**config.mk**
```make
export PLATFORM = sky130hd
export DESIGN_NAME = ram512_copy_engine_flat
export DESIGN_NICKNAME = d
export VERILOG_FILES = /design/src/rtl/ram512_copy_engine_if.sv /design/src/rtl/ram512_copy_engine.sv /design/src/flat_wrapper.sv
export SDC_FILE = /design/constraint.sdc
export NUM_CORES = 1
export LEC_CHECK = 0
export BUFFER_PORTS_ARGS = -buffer_cell sky130_fd_sc_hd__buf_2
export CAP_MARGIN = 0
export CORE_MARGIN = 2
export CORE_UTILIZATION = 49
export CTS_BUF_LIST = sky130_fd_sc_hd__clkbuf_2 sky130_fd_sc_hd__clkbuf_4 sky130_fd_sc_hd__clkbuf_8
export DETAILED_ROUTE_END_ITERATION = 8
export PLACE_DENSITY = 0.82
export REMOVE_ABC_BUFFERS = 1
export SKIP_LAST_GASP = 1
export SYNTH_ARGS = -nofsm -noshare
export SYNTH_HDL_FRONTEND = slang
export SYNTH_SLANG_ARGS = --single-unit
```
**constraint.sdc**
```tcl
create_clock -name clk -period 3.8 [get_ports clk]
set_input_delay 0 -clock clk [delete_from_list [all_inputs] [get_ports clk]]
set_output_delay 0 -clock clk [all_outputs]
set_load 0.05 [all_outputs]
```
**src/rtl/ram512_copy_engine_if.sv**
```systemverilog
// Copy-engine bus: request/status handshake plus single-port memory port.
// Optional fill-mode signals exist only when RAM512_COPY_FILL_MODE_EN is defined.
interface ram512_copy_engine_if #(
    parameter int unsigned DATA_W = 16,
    parameter int unsigned ADDR_W = 9
);
    logic              start;
    logic [ADDR_W-1:0] src_addr;
    logic [ADDR_W-1:0] dst_addr;
    logic [ADDR_W:0]   len;
    logic              busy;
    logic              done;
    logic              mem_en;
    logic              mem_rw;
    logic [ADDR_W-1:0] mem_address;
    logic [DATA_W-1:0] mem_in;
    logic [DATA_W-1:0] mem_out;
`ifdef RAM512_COPY_FILL_MODE_EN
    logic              fill;
    logic [DATA_W-1:0] fill_value;

    // Requester and memory side
    modport master (
        output start, src_addr, dst_addr, len, fill, fill_value, mem_out,
        input  busy, done, mem_en, mem_rw, mem_address, mem_in
    );

    // Copy engine side
    modport slave (
        input  start, src_addr, dst_addr, len, fill, fill_value, mem_out,
        output busy, done, mem_en, mem_rw, mem_address, mem_in
    );
`else
    // Requester and memory side
    modport master (
        output start, src_addr, dst_addr, len, mem_out,
        input  busy, done, mem_en, mem_rw, mem_address, mem_in
    );

    // Copy engine side
    modport slave (
        input  start, src_addr, dst_addr, len, mem_out,
        output busy, done, mem_en, mem_rw, mem_address, mem_in
    );
`endif
endinterface

```
**src/rtl/ram512_copy_engine.sv**
```systemverilog
// Word-by-word memory copy engine over a single-port RAM (read, then write).
// Optional fill mode (writes a constant, no reads) enabled by defining
// RAM512_COPY_FILL_MODE_EN.
module ram512_copy_engine #(
    parameter int unsigned DATA_W = 16,
    parameter int unsigned ADDR_W = 9
) (
    input  logic                    clk,
    input  logic                    rst_n,
    ram512_copy_engine_if.slave     bus
);

    typedef enum logic [1:0] {IDLE, READ, WRITE, DONE} state_t;

    localparam logic [ADDR_W:0] MAX_LEN = {1'b1, {ADDR_W{1'b0}}};
    localparam logic [ADDR_W:0] IDX_ONE = (ADDR_W+1)'(1);

    state_t            state_q;
    logic [ADDR_W-1:0] src_q;
    logic [ADDR_W-1:0] dst_q;
    logic [ADDR_W:0]   len_q;
    logic [ADDR_W:0]   idx_q;
    logic [DATA_W-1:0] hold_q;
    logic              fill_q;
    logic              busy_q;
    logic              done_q;
    logic              mem_en_q;
    logic              mem_rw_q;
    logic [ADDR_W-1:0] mem_addr_q;

    logic [ADDR_W:0]   len_d;
    logic [ADDR_W:0]   idx_d;
    logic              more_d;
    logic [ADDR_W-1:0] src_nxt_d;
    logic [ADDR_W-1:0] dst_cur_d;
    logic [ADDR_W-1:0] dst_nxt_d;
    logic              fill_start_d;
    logic [DATA_W-1:0] fill_val_d;

`ifdef RAM512_COPY_FILL_MODE_EN
    assign fill_start_d = bus.fill;
    assign fill_val_d   = bus.fill_value;
`else
    assign fill_start_d = 1'b0;
    assign fill_val_d   = '0;
`endif

    // Count clamp, next index and modulo address arithmetic
    always_comb begin
        len_d     = (bus.len > MAX_LEN) ? MAX_LEN : bus.len;
        idx_d     = idx_q + IDX_ONE;
        more_d    = (idx_d < len_q);
        src_nxt_d = src_q + idx_d[ADDR_W-1:0];
        dst_cur_d = dst_q + idx_q[ADDR_W-1:0];
        dst_nxt_d = dst_q + idx_d[ADDR_W-1:0];
    end

    // Control FSM; all memory-port outputs are registered and loaded one
    // edge ahead with the values for the state being entered. hold_q doubles
    // as the write-data register and is cleared outside WRITE.
    always_ff @(posedge clk or negedge rst_n) begin
        if (!rst_n) begin
            state_q    <= IDLE;
            src_q      <= '0;
            dst_q      <= '0;
            len_q      <= '0;
            idx_q      <= '0;
            hold_q     <= '0;
            fill_q     <= 1'b0;
            busy_q     <= 1'b0;
            done_q     <= 1'b0;
            mem_en_q   <= 1'b0;
            mem_rw_q   <= 1'b0;
            mem_addr_q <= '0;
        end else begin
            case (state_q)
                IDLE: begin
                    if (bus.start) begin
                        src_q  <= bus.src_addr;
                        dst_q  <= bus.dst_addr;
                        len_q  <= len_d;
                        idx_q  <= '0;
                        fill_q <= fill_start_d;
                        busy_q <= 1'b1;
                        if (len_d == '0) begin
                            state_q <= DONE;
                            done_q  <= 1'b1;
                        end else if (fill_start_d) begin
                            state_q    <= WRITE;
                            mem_en_q   <= 1'b1;
                            mem_rw_q   <= 1'b1;
                            mem_addr_q <= bus.dst_addr;
                            hold_q     <= fill_val_d;
                        end else begin
                            state_q    <= READ;
                            mem_en_q   <= 1'b1;
                            mem_rw_q   <= 1'b0;
                            mem_addr_q <= bus.src_addr;
                        end
                    end
                end
                READ: begin
                    state_q    <= WRITE;
                    hold_q     <= bus.mem_out;
                    mem_rw_q   <= 1'b1;
                    mem_addr_q <= dst_cur_d;
                end
                WRITE: begin
                    idx_q <= idx_d;
                    if (more_d) begin
                        if (fill_q) begin
                            mem_addr_q <= dst_nxt_d;
                        end else begin
                            state_q    <= READ;
                            mem_rw_q   <= 1'b0;
                            mem_addr_q <= src_nxt_d;
                            hold_q     <= '0;
                        end
                    end else begin
                        state_q    <= DONE;
                        done_q     <= 1'b1;
                        mem_en_q   <= 1'b0;
                        mem_rw_q   <= 1'b0;
                        mem_addr_q <= '0;
                        hold_q     <= '0;
                    end
                end
                DONE: begin
                    state_q <= IDLE;
                    busy_q  <= 1'b0;
                    done_q  <= 1'b0;
                end
                default: state_q <= IDLE;
            endcase
        end
    end

    assign bus.busy        = busy_q;
    assign bus.done        = done_q;
    assign bus.mem_en      = mem_en_q;
    assign bus.mem_rw      = mem_rw_q;
    assign bus.mem_address = mem_addr_q;
    assign bus.mem_in      = hold_q;

endmodule

```
**src/flat_wrapper.sv**
```systemverilog
// flat-port wrapper written by rule: the top's interface ports become plain ports
module ram512_copy_engine_flat 
#(
    parameter int unsigned DATA_W = 16,
    parameter int unsigned ADDR_W = 9
)
  (clk, rst_n, bus_start, bus_src_addr, bus_dst_addr, bus_len, bus_mem_out, bus_busy, bus_done, bus_mem_en, bus_mem_rw, bus_mem_address, bus_mem_in);
  ram512_copy_engine_if #(.DATA_W(DATA_W), .ADDR_W(ADDR_W)) bus_i ();
  input  logic clk;
  input  logic rst_n;
  input wire logic [$bits(bus_i.start)-1:0] bus_start;
  input wire logic [$bits(bus_i.src_addr)-1:0] bus_src_addr;
  input wire logic [$bits(bus_i.dst_addr)-1:0] bus_dst_addr;
  input wire logic [$bits(bus_i.len)-1:0] bus_len;
  input wire logic [$bits(bus_i.mem_out)-1:0] bus_mem_out;
  output wire logic [$bits(bus_i.busy)-1:0] bus_busy;
  output wire logic [$bits(bus_i.done)-1:0] bus_done;
  output wire logic [$bits(bus_i.mem_en)-1:0] bus_mem_en;
  output wire logic [$bits(bus_i.mem_rw)-1:0] bus_mem_rw;
  output wire logic [$bits(bus_i.mem_address)-1:0] bus_mem_address;
  output wire logic [$bits(bus_i.mem_in)-1:0] bus_mem_in;
  assign bus_i.start = bus_start;
  assign bus_i.src_addr = bus_src_addr;
  assign bus_i.dst_addr = bus_dst_addr;
  assign bus_i.len = bus_len;
  assign bus_i.mem_out = bus_mem_out;
  assign bus_busy = bus_i.busy;
  assign bus_done = bus_i.done;
  assign bus_mem_en = bus_i.mem_en;
  assign bus_mem_rw = bus_i.mem_rw;
  assign bus_mem_address = bus_i.mem_address;
  assign bus_mem_in = bus_i.mem_in;
  ram512_copy_engine #(.DATA_W(DATA_W), .ADDR_W(ADDR_W)) u_core (.clk(clk), .rst_n(rst_n), .bus(bus_i));
endmodule
```
==> results.tsv <==
metric	value	unit
cp_max_fo	10	
clk_latency	0.36	ns
slew_headroom	25.7	%
row_count	33	
maxCapViolations	0	
p_clk_share	15.1	%
hpwl	7070	um
critPathRequiredTime	4.06	ns
end_kind	flip-flop	
clock-sinks	69	
syn_to_final_growth	28.6	%
grt_pass1_vias	3620	
synth-edff-count	0	
final_cell_mix	buf_2 (75), dfrtp_1 (69), o21ai_0 (47), dlygate4sd3_1 (45)	
drt_wl_total	10400	um
ys_ff_latch	69	
antennaDiodeCount	0	
status	complete, no violations	
async_flop_share	100	%
layout-drive-gt1-share	22.7	%
synth_area	0.00401	mm^2
finalMaxSlewViolations	0	
ir_drop	314	uV
num_vias	3537	
nets	612	
cts_htree_levels	3	
whs	0.00641	ns
final_common_cell	buf_2	
drt_iter0_markers	163	
fin_skew	0.00967	ns
first_pass_iters	5	
fill_cells	613	
antenna_found_initial	0	
netlist_instances	414	
finalSetupViolCount	0	
p_seq_share	28.1	%
p_leak	2.48	nW
syn_avg_cell_area	9.70	um^2
hold_violations	0	
viasPerCell	5.50	
portBuffers	75	
design.core.area	0.00809	mm^2
p_sw_share	48.2	%
fp.dieArea	0.00893	mm^2
synth_cell_types	49	
start_kind	flip-flop	
hold_path_class	input pin to flip-flop	
p_sw	2.16	mW
cts_buffers	9	
drc_errors	0	
io_pins	76	
ctsResizeCount	0	
fmax	293	MHz
grt_max_degree	48	
final_antenna_net_count	0	
synth-main-ff-cell	dfrtp_1	
worstSetupPathType	flip-flop to flip-flop	
cts.path.max_buffers	2	
synth_seq_area_share	43.0	%
start_util	49.6	%
dieHeight	94.5	um
wl_per_cell	16.1	um
rsz0062_at_grt	false	
fp.dieW	94.5	um
min_period	3.41	ns
cellPowerDensity	869	mW/mm^2
max_slew.worst_pin.slew	1.11	ns
grt-ovfl-total	0	
path_clk_slew	0.08	ns
tritoncts	done	
setup_tns	0	ns
grt_pass1_wl	16900	um
p_int	2.32	mW
p_comb_share	56.9	%
post-route-period-util	89.7	%
place_congestion	0.975	
worstPathArrival	3.67	ns
clock-root-buffer	clkbuf_8	
ys_warn_count	0	
grt_use_total	24.6	%
## cell families after synthesis
kind of cell | after synthesis | share of synthesized area [%]
XOR/XNOR | 21 | 4.93
buffers and inverters | 53 | 4.99
AO/OA/AOI/OAI | 112 | 18.6
AND/OR/NAND/NOR | 105 | 12.0
flip-flops | 69 | 43.0
adder cells (fa/ha/maj) | 32 | 10.3
multiplexers | 22 | 6.11
## sequential cells by signal, indices dropped and copies added, names as in the netlist
name                    flops
u_core.bus.mem_in          16
u_core.idx_q               10
u_core.len_q               10
u_core.bus.mem_address      9
u_core.dst_q                9
u_core.src_q                9
u_core.state_q              2
u_core.bus.busy             1
u_core.bus.done             1
u_core.bus.mem_en           1
u_core.bus.mem_rw           1
## synthesized netlist by cell type (2+ instances only)
cell       n  area (um^2)
nor2b_1    4         25.0
o21ai_2    2         17.5
fa_1       2         40.0
a21o_1     3         22.5
nand2b_1   6         37.5
a32o_1     5         50.1
o211ai_1   2         15.0
a22o_1     4         35.0
nor2_1    27          101
nand2_1   37          139
ha_1      30          375
xnor2_1   11         96.3
nor3_1     6         30.0
a221oi_1   5         43.8
nand3_1   11         55.1
clkbuf_1  15         56.3
and3_1     3         18.8
xor2_1     9         78.8
and2_1     2         12.5
o21bai_1   2         15.0
a31oi_1    6         37.5
inv_1     37          139
mux2i_1    2         20.0
o21a_1     2         15.0
nor4_1     3         18.8
a21oi_1   12         60.1
a211oi_1  11         82.6
dfrtp_1   69         1730
mux2_2    20          225
o21ai_0   47          235
## cell type report
| class | count | area [um^2] | share of cell area [%] |
|---|---|---|---|
| flip-flops and latches | 69 | 1730 | 33.4 |
| repair buffers | 124 | 856 | 16.6 |
| clock inverters | 6 | 86.3 | 1.67 |
| inverters | 37 | 139 | 2.69 |
| multi-input cells | 292 | 2090 | 40.4 |
| well taps | 105 | 131 | 2.54 |
| clock buffers | 10 | 138 | 2.67 |
## path summary, 6_finish.rpt
path,end,startpoint,slack (ns),depth (start not counted)
setup reg to reg,u_core.bus.mem_address[5],u_core.idx_q[0],0.39,12
hold reg to reg,u_core.len_q[2],u_core.len_q[2],0.49,2
hold / removal,u_core.len_q[2],bus_len[9],0.006,3
setup / recovery,u_core.bus.mem_address[5],u_core.idx_q[0],0.39,12
max in group asynchronous,u_core.state_q[0],rst_n,2.51,3
min in group asynchronous,u_core.bus.mem_in[13],rst_n,0.37,2
## power by group through the flow
stage,combinational (mW),clock (mW),sequential [mW]
global placement,2.39,0,1.25
detailed placement,2.48,0,1.27
CTS,2.54,0.683,1.25
finish,2.55,0.677,1.26
global route,2.79,0.717,1.30
floorplan,1.36,0,1.72
## stage by stage
stage          power, mW  instances  cell area, um^2  worst slack (ns)  utilization (%)
2_1_floorplan       3.08        398             3950             0.953                -
3_3_place_gp        3.64        582             4490             0.692             55.5
3_5_place_dp        3.75        582             4490             0.560             55.5
4_1_cts             4.47        643             5160             0.502             63.8
5_1_grt             4.81        643             5160             0.159             63.8
6_report            4.49        643             5160             0.391             63.8
## metal layers
layer / share of wire [%] / up-vias / track usage (%)
li1: - / 1708 / -
met1: 41 / 1650 / 29.1
met2: 48 / 153 / 42.6
met3: 7.5 / 26 / 5.11
met4: 2.9 / 0 / 12.2
met5: 0 / - / 0
## critical path, cell delays in order (launching register included)
cell	delay [ns]
dfrtp_1	0.47
inv_1	0.10
nor3_1	0.29
and2_1	0.25
nand3_1	0.11
xnor2_1	0.22
ha_1	0.28
nor2_1	0.18
or2_2	0.16
a211oi_2	0.05
a2111oi_4	0.75
a221oi_1	0.22
a211oi_1	0.24
## what timing repair did
item,4_1_cts,5_1_grt
setup buffers,0,0
hold buffers,45,0
endpoints found under the hold margin,96,0
No activity file was read; power rests on OpenSTA's default activity.
